<file path="src/rtl/dma_channel_sequencer_if.sv">
// Memory-port and DMA-buffer signals between the channel sequencer and its surroundings.
interface dma_channel_sequencer_if;
    logic        bus_req;
    logic        bus_write;
    logic [31:0] bus_addr;
    logic [2:0]  bus_size;
    logic [31:0] bus_wdata;
    logic        bus_ready;
    logic        bus_error;
    logic [31:0] bus_rdata;
    logic        buf_wr_en;
    logic [31:0] buf_wdata;
    logic        buf_rd_en;
    logic [2:0]  buf_size;
    logic        buf_response;
    logic [31:0] buf_rdata;

    modport master (
        output bus_req, bus_write, bus_addr, bus_size, bus_wdata,
        output buf_wr_en, buf_wdata, buf_rd_en, buf_size, buf_response,
        input  bus_ready, bus_error, bus_rdata, buf_rdata
    );

    modport slave (
        input  bus_req, bus_write, bus_addr, bus_size, bus_wdata,
        input  buf_wr_en, buf_wdata, buf_rd_en, buf_size, buf_response,
        output bus_ready, bus_error, bus_rdata, buf_rdata
    );
endinterface

</file>
<file path="src/rtl/dma_channel_sequencer.sv">
// Per-channel DMA sequencer: copies beats src->buffer->dst in chunks of up to BURST_LEN.
// Latency: start -> bus_req next cycle, one beat/cycle; backpressure: request held until bus_ready.
module dma_channel_sequencer #(
    parameter int BURST_LEN = 4,
    parameter int CNT_W     = 16
) (
    input  logic                   clk,
    input  logic                   reset,
    input  logic                   start,
    input  logic                   abort,
    input  logic [31:0]            src_addr,
    input  logic [31:0]            dst_addr,
    input  logic                   src_incr,
    input  logic                   dst_incr,
    input  logic [2:0]             transfer_size,
    input  logic [CNT_W-1:0]       transfer_count,
    dma_channel_sequencer_if.master bus,
    output logic                   busy,
    output logic                   done,
    output logic                   error
);
    localparam int BW = $clog2(BURST_LEN + 1);

    typedef enum logic [2:0] {S_IDLE, S_READ, S_WRITE, S_DONE, S_ERR} state_t;

    state_t           state;
    logic [31:0]      src_ptr, dst_ptr, addr_q;
    logic [CNT_W-1:0] remaining, rem_after;
    logic [BW-1:0]    chunk, beat_cnt;
    logic [2:0]       size_q, size_clamp;
    logic             src_incr_q, dst_incr_q, req_q, write_q, resp_q;
    logic [31:0]      step, src_next, dst_next;
    logic             misaligned, beat, last_beat;

    function automatic logic [BW-1:0] chunk_of(input logic [CNT_W-1:0] n);
        if (n >= CNT_W'(BURST_LEN))
            return BW'(BURST_LEN);
        return n[BW-1:0];
    endfunction

    assign size_clamp = (transfer_size > 3'd2) ? 3'd2 : transfer_size;

    always_comb begin
        misaligned = 1'b0;
        case (size_clamp)
            3'd1:    misaligned = src_addr[0] | dst_addr[0];
            3'd2:    misaligned = (|src_addr[1:0]) | (|dst_addr[1:0]);
            default: misaligned = 1'b0;
        endcase
    end

    assign step      = 32'd1 << size_q;
    assign src_next  = src_incr_q ? src_ptr + step : src_ptr;
    assign dst_next  = dst_incr_q ? dst_ptr + step : dst_ptr;
    assign beat      = req_q & bus.bus_ready;
    assign last_beat = (beat_cnt == chunk - BW'(1));
    assign rem_after = remaining - CNT_W'(chunk);

    assign bus.bus_req      = req_q;
    assign bus.bus_write    = write_q;
    assign bus.bus_addr     = addr_q;
    assign bus.bus_size     = size_q;
    assign bus.buf_size     = size_q;
    assign bus.buf_response = resp_q;
    assign bus.bus_wdata    = write_q ? bus.buf_rdata : 32'd0;
    // An errored beat is neither pushed into nor popped from the buffer.
    assign bus.buf_wr_en    = (state == S_READ) & beat & ~bus.bus_error;
    assign bus.buf_wdata    = (state == S_READ) ? bus.bus_rdata : 32'd0;
    assign bus.buf_rd_en    = (state == S_WRITE) & beat & ~bus.bus_error;

    always_ff @(posedge clk or posedge reset) begin
        if (reset) begin
            state      <= S_IDLE;
            src_ptr    <= '0;
            dst_ptr    <= '0;
            addr_q     <= '0;
            remaining  <= '0;
            chunk      <= '0;
            beat_cnt   <= '0;
            size_q     <= '0;
            src_incr_q <= 1'b0;
            dst_incr_q <= 1'b0;
            req_q      <= 1'b0;
            write_q    <= 1'b0;
            resp_q     <= 1'b0;
            busy       <= 1'b0;
            done       <= 1'b0;
            error      <= 1'b0;
        end else begin
            done   <= 1'b0;
            resp_q <= 1'b0;
            case (state)
                S_IDLE: if (start) begin
                    size_q     <= size_clamp;
                    src_ptr    <= src_addr;
                    dst_ptr    <= dst_addr;
                    src_incr_q <= src_incr;
                    dst_incr_q <= dst_incr;
                    remaining  <= transfer_count;
                    chunk      <= chunk_of(transfer_count);
                    beat_cnt   <= '0;
                    error      <= 1'b0;
                    busy       <= 1'b1;
                    if (transfer_count == '0) begin
                        state <= S_DONE;
                        done  <= 1'b1;
                    end else if (misaligned) begin
                        state  <= S_ERR;
                        error  <= 1'b1;
                        resp_q <= 1'b1;
                    end else begin
                        state   <= S_READ;
                        req_q   <= 1'b1;
                        write_q <= 1'b0;
                        addr_q  <= src_addr;
                    end
                end
                S_READ, S_WRITE: if (beat) begin
                    if (bus.bus_error) begin
                        state   <= S_ERR;
                        error   <= 1'b1;
                        resp_q  <= 1'b1;
                        req_q   <= 1'b0;
                        write_q <= 1'b0;
                    end else begin
                        if (state == S_READ) src_ptr <= src_next;
                        else                 dst_ptr <= dst_next;
                        // Abort is only honoured here, between beats, so no beat is ever cut short.
                        if (abort) begin
                            state   <= S_IDLE;
                            busy    <= 1'b0;
                            req_q   <= 1'b0;
                            write_q <= 1'b0;
                            resp_q  <= 1'b1;
                        end else if (!last_beat) begin
                            beat_cnt <= beat_cnt + BW'(1);
                            addr_q   <= (state == S_READ) ? src_next : dst_next;
                        end else if (state == S_READ) begin
                            state    <= S_WRITE;
                            beat_cnt <= '0;
                            write_q  <= 1'b1;
                            addr_q   <= dst_ptr;
                        end else begin
                            remaining <= rem_after;
                            beat_cnt  <= '0;
                            write_q   <= 1'b0;
                            if (rem_after != '0) begin
                                state  <= S_READ;
                                chunk  <= chunk_of(rem_after);
                                addr_q <= src_ptr;
                            end else begin
                                state <= S_DONE;
                                req_q <= 1'b0;
                                done  <= 1'b1;
                            end
                        end
                    end
                end
                S_DONE, S_ERR: begin
                    state <= S_IDLE;
                    busy  <= 1'b0;
                end
                default: state <= S_IDLE;
            endcase
        end
    end
endmodule

</file>
<file path="src/flat_wrapper.sv">
// flat-port wrapper written by rule: the top's interface ports become plain ports
module dma_channel_sequencer_flat 
#(
    parameter int BURST_LEN = 4,
    parameter int CNT_W     = 16
)
  (clk, reset, start, abort, src_addr, dst_addr, src_incr, dst_incr, transfer_size, transfer_count, busy, done, error, bus_bus_req, bus_bus_write, bus_bus_addr, bus_bus_size, bus_bus_wdata, bus_buf_wr_en, bus_buf_wdata, bus_buf_rd_en, bus_buf_size, bus_buf_response, bus_bus_ready, bus_bus_error, bus_bus_rdata, bus_buf_rdata);
  dma_channel_sequencer_if bus_i ();
  input  logic clk;
  input  logic reset;
  input  logic start;
  input  logic abort;
  input  logic [31:0] src_addr;
  input  logic [31:0] dst_addr;
  input  logic src_incr;
  input  logic dst_incr;
  input  logic [2:0] transfer_size;
  input  logic [CNT_W-1:0] transfer_count;
  output logic busy;
  output logic done;
  output logic error;
  output wire logic [$bits(bus_i.bus_req)-1:0] bus_bus_req;
  output wire logic [$bits(bus_i.bus_write)-1:0] bus_bus_write;
  output wire logic [$bits(bus_i.bus_addr)-1:0] bus_bus_addr;
  output wire logic [$bits(bus_i.bus_size)-1:0] bus_bus_size;
  output wire logic [$bits(bus_i.bus_wdata)-1:0] bus_bus_wdata;
  output wire logic [$bits(bus_i.buf_wr_en)-1:0] bus_buf_wr_en;
  output wire logic [$bits(bus_i.buf_wdata)-1:0] bus_buf_wdata;
  output wire logic [$bits(bus_i.buf_rd_en)-1:0] bus_buf_rd_en;
  output wire logic [$bits(bus_i.buf_size)-1:0] bus_buf_size;
  output wire logic [$bits(bus_i.buf_response)-1:0] bus_buf_response;
  input wire logic [$bits(bus_i.bus_ready)-1:0] bus_bus_ready;
  input wire logic [$bits(bus_i.bus_error)-1:0] bus_bus_error;
  input wire logic [$bits(bus_i.bus_rdata)-1:0] bus_bus_rdata;
  input wire logic [$bits(bus_i.buf_rdata)-1:0] bus_buf_rdata;
  assign bus_bus_req = bus_i.bus_req;
  assign bus_bus_write = bus_i.bus_write;
  assign bus_bus_addr = bus_i.bus_addr;
  assign bus_bus_size = bus_i.bus_size;
  assign bus_bus_wdata = bus_i.bus_wdata;
  assign bus_buf_wr_en = bus_i.buf_wr_en;
  assign bus_buf_wdata = bus_i.buf_wdata;
  assign bus_buf_rd_en = bus_i.buf_rd_en;
  assign bus_buf_size = bus_i.buf_size;
  assign bus_buf_response = bus_i.buf_response;
  assign bus_i.bus_ready = bus_bus_ready;
  assign bus_i.bus_error = bus_bus_error;
  assign bus_i.bus_rdata = bus_bus_rdata;
  assign bus_i.buf_rdata = bus_buf_rdata;
  dma_channel_sequencer #(.BURST_LEN(BURST_LEN), .CNT_W(CNT_W)) u_core (.clk(clk), .reset(reset), .start(start), .abort(abort), .src_addr(src_addr), .dst_addr(dst_addr), .src_incr(src_incr), .dst_incr(dst_incr), .transfer_size(transfer_size), .transfer_count(transfer_count), .bus(bus_i), .busy(busy), .done(done), .error(error));
endmodule
</file>
<file path="config.mk">
export PLATFORM = sky130hd
export DESIGN_NAME = dma_channel_sequencer_flat
export DESIGN_NICKNAME = d
export VERILOG_FILES = /design/src/rtl/dma_channel_sequencer_if.sv /design/src/rtl/dma_channel_sequencer.sv /design/src/flat_wrapper.sv
export SDC_FILE = /design/constraint.sdc
export NUM_CORES = 1
export LEC_CHECK = 0
export CAP_MARGIN = 20
export CELL_PAD_IN_SITES_DETAIL_PLACEMENT = 0
export CELL_PAD_IN_SITES_GLOBAL_PLACEMENT = 1
export CORE_UTILIZATION = 37
export CTS_BUF_LIST = sky130_fd_sc_hd__clkbuf_4 sky130_fd_sc_hd__clkbuf_8
export DETAILED_ROUTE_END_ITERATION = 10
export PLACE_DENSITY = 0.85
export SETUP_SLACK_MARGIN = 0.1
export SYNTH_ARGS = -nofsm -noshare
export SYNTH_HDL_FRONTEND = slang
export SYNTH_SLANG_ARGS = --single-unit
</file>
<file path="constraint.sdc">
create_clock -name clk -period 5.9 [get_ports clk]
set_input_delay 1.18 -clock clk [delete_from_list [all_inputs] [get_ports clk]]
set_output_delay 1.18 -clock clk [all_outputs]
set_load 0.05 [all_outputs]
</file>
==> flow_summary.toml <==
[clock_tree]
clk_latency_ns = 0.46
cts.clk_slew.worst_paths_ns = 0.08
cts-buffers-inserted = 17
hold_buffers = 0
htreeDepth = 4
post-cts-setup-buffers = 0
cts_resized = 0
cts_root_buf = "clkbuf_8"
cts_buffer_depth = 2
tritoncts = "yes"
numClockSinks = 132

[synthesis]
synth.distinct_cells = 80
synthArstFlopShare_pct = 100
synthTopCellsByArea = "dfrtp_1, a21oi_1, nor2_1"
syn_avg_cell_area_sq_um = 7.70
synth_warnings = 0
ys_seq_area_share_pct = 31.9
synthCells = 1346
synth_ff_type = "dfrtp_1"
yosys.area.top_type = "dfrtp_1"
synth_seq_cells = 132
synth_edf_count = 0
synthDominantCellAreaShare_pct = 31.9
syn_area_sq_um = 10400
syn-num-nets = 1525

[die]
die_h_um = 169
dieWidth_um = 169
rows = 60
core_sq_um = 27300
initial_core_util_pct = 38.0
dieArea_sq_um = 28700
ioPinCount = 265

[final_layout]
fillCellCount = 2627
area_growth_pct = 32.2
drive_gt1_share_pct = 5.63
nNetsFinal = 1728

[power]
p_leak_nw = 5.46
p_per_area_nw_per_um2 = 539
clkPwrFrac_pct = 11.4
cell_internal_pwr_w = 0.00346
vdd_drop_max_mv = 0.226
p_comb_share_pct = 61.9
p_sw_share_pct = 53.2
seqPwrFrac_pct = 26.7
power.net_switching_w = 0.00393
power.total_w = 0.00739

[routing]
routed_wl_um = 39500
num_vias = 11300
first_pass_iters = 6
drt-initial-drc-count = 853
drc = 0
wire_per_inst_um = 20.4
vias_per_cell = 5.85
drt.antenna.violating_nets = 0

[place]
preCtsSetupSlack_ns = 1.60
port_buffers = 264
gp_congestion = 0.885
hpwlAfterDp_um = 28900

[setup_path]
startpoint = "bus_bus_ready"
critPathMaxStageDelay_ns = 0.50
cp_top_family = "buffers and inverters"
end_kind = "output port"
cp_max_fo = 12
critPathBufInv = 3
slowest_stage = "clkdlybuf4s50_1"
crit_top_cell = "nor2_1"
critical_path_class = "input pin to output port"
arrival_ns = 3.05
path_cells = "clkdlybuf4s50_1 > a32oi_1 > nor2_1 > nand3_1 > nor2_1 > buf_4 > buf_12"
timing.rr.start = "u_core.chunk[0]"
start_kind = "input pin"
required_ns = 4.72

[global_routing]
track_usage_pct = 27.3
grt_pass1_vias = 10500
grt_pass1_wl_um = 60400
antenna_found_initial = 1
globalRouteOverflowTotal = 0
grt_max_degree = 85

[sta]
worst_slew_margin_rel_pct = 28.8
clock_skew_ns = 0.0154
fmax_mhz = 236
rsz0062_at_grt = "no"
hold_viol_final = 0
drv_slew = 0
setup_ws_ns = 1.67
post-route-period-util_pct = 71.7
setup-tns-final_ns = 0
tightest_slew_ns = 1.06
setup_violations = 0
fin_crit_ns = 4.23

[run]
maxCapViolCount = 0

[hold_path]
min_path_type = "flip-flop to flip-flop"
hp-start = "u_core.busy"

[run_status]
status = "finished, final reports clean"
[worst paths after layout]
kind,to,slack [ns],cells past startpoint
max in group asynchronous,u_core.src_ptr[16],3.71,3
min in group asynchronous,u_core.bus.buf_response,1.23,2
setup reg to reg,u_core.bus.bus_addr[23],2.07,11
hold reg to reg,u_core.busy,0.49,2
hold / removal,u_core.busy,0.49,2
setup / recovery,bus_buf_rd_en,1.67,7
[registers in the layout (all words and copies together) (netlist names), 3 cells and up]
register	count
u_core.beat_cnt	3
u_core.bus.buf_size	3
u_core.bus.bus_addr	32
u_core.chunk	3
u_core.dst_ptr	32
u_core.remaining	16
u_core.src_ptr	32
u_core.state	3
[layer usage]
metal / routed length, um / part of all wire, % / GRT usage, % / vias to the layer above
met5: 0 / 0 / 0 / -
met3: 2990 / 7.6 / 3.96 / 71
met2: 18700 / 47 / 46.1 / 521
li1: - / - / - / 5338
met1: 16400 / 41 / 34.7 / 5382
met4: 1490 / 3.8 / 12.0 / 0
[stage by stage]
step / std cells / hold slack, ns / utilization, % / cell area, sq um
finish: 1935 / 0.488 / 50.3 / 13700
global route: 1935 / 0.534 / 50.3 / 13700
CTS: 1933 / 0.490 / 50.2 / 13700
detailed placement: 1901 / 0.468 / 48.7 / 13300
global placement: 1900 / 0.469 / 48.6 / 13200
floorplan: 1346 / 0.484 / - / 10400
[synth_stat cells, drive strengths merged, types with 8 or more instances]
| library cell | count |
|---|---|
| or3 | 8 |
| o31ai | 9 |
| or2 | 8 |
| and2 | 43 |
| xor2 | 17 |
| a211oi | 9 |
| nand2 | 134 |
| a31oi | 44 |
| nor3 | 31 |
| nor2b | 8 |
| ha | 21 |
| o22a | 17 |
| mux2i | 13 |
| nand4 | 16 |
| nor2 | 145 |
| buf | 23 |
| o21a | 11 |
| clkbuf | 76 |
| xnor2 | 25 |
| o211ai | 14 |
| dfrtp | 132 |
| nand3 | 41 |
| nor4 | 8 |
| a21oi | 128 |
| o22ai | 40 |
| mux2 | 9 |
| a22o | 8 |
| inv | 38 |
| o21ai | 102 |
| and3 | 53 |
| a21o | 16 |
[area by class of cell]
class	count	area, sq um	share of cell area (%)
multi-input combinational	1077	6540	47.7
sequential	132	3300	24.1
timing repair buffer	283	2820	20.6
tap	372	465	3.40
clock buffer	18	241	1.76
clock inverter	14	179	1.31
inverter	38	148	1.08
antenna	1	2.50	0.0183
[cell families (layout without fill, tap and decap cells)]
group,count (synthesis),count (layout),synth area share (%)
AO/OA/AOI/OAI,462,462,28.5
XOR/XNOR,43,43,3.77
adder cells (fa/ha/maj),24,24,3.11
buffers and inverters,137,353,5.31
flip-flops,132,132,31.9
multiplexers,23,23,2.63
other,0,1,0
AND/OR/NAND/NOR,525,525,24.8
[cells in the final DEF, fill, tap and decap left out, drive strengths merged, types with 9 or more instances in the layout]
cell and instances:
o211ai 14, o21ai 102, nand2 134, o22ai 40, o21a 11, nor3 31
buf 20, a31oi 44, mux2i 13, and3 53, xnor2 25, nor2 145
o31ai 9, o22a 17, a21oi 128, nand3 41, a211oi 9, nand4 16
a21o 16, xor2 17, inv 41, and2 43, clkdlybuf4s50 263, dfrtp 132
ha 21, clkbuf 18, mux2 9
[tightest hold or removal path, delay by kind of cell (launching register included)]
| kind | cells | cell delay, ns |
|---|---|---|
| flip-flops | 1 | 0.35 |
| AND/OR/NAND/NOR | 2 | 0.11 |
[power by group through the flow]
| stage | Combinational, W | Sequential [W] | Clock [W] |
|---|---|---|---|
| 6_report | 0.00457 | 0.00197 | 0.000843 |
| 5_1_grt | 0.00498 | 0.00204 | 0.000895 |
| 4_1_cts | 0.00455 | 0.00195 | 0.000856 |
| 3_5_place_dp | 0.00453 | 0.00196 | 0 |
| 3_3_place_gp | 0.00445 | 0.00197 | 0 |
| 2_1_floorplan | 0.00293 | 0.00215 | 0 |
Power figures use the tool's default switching activity.
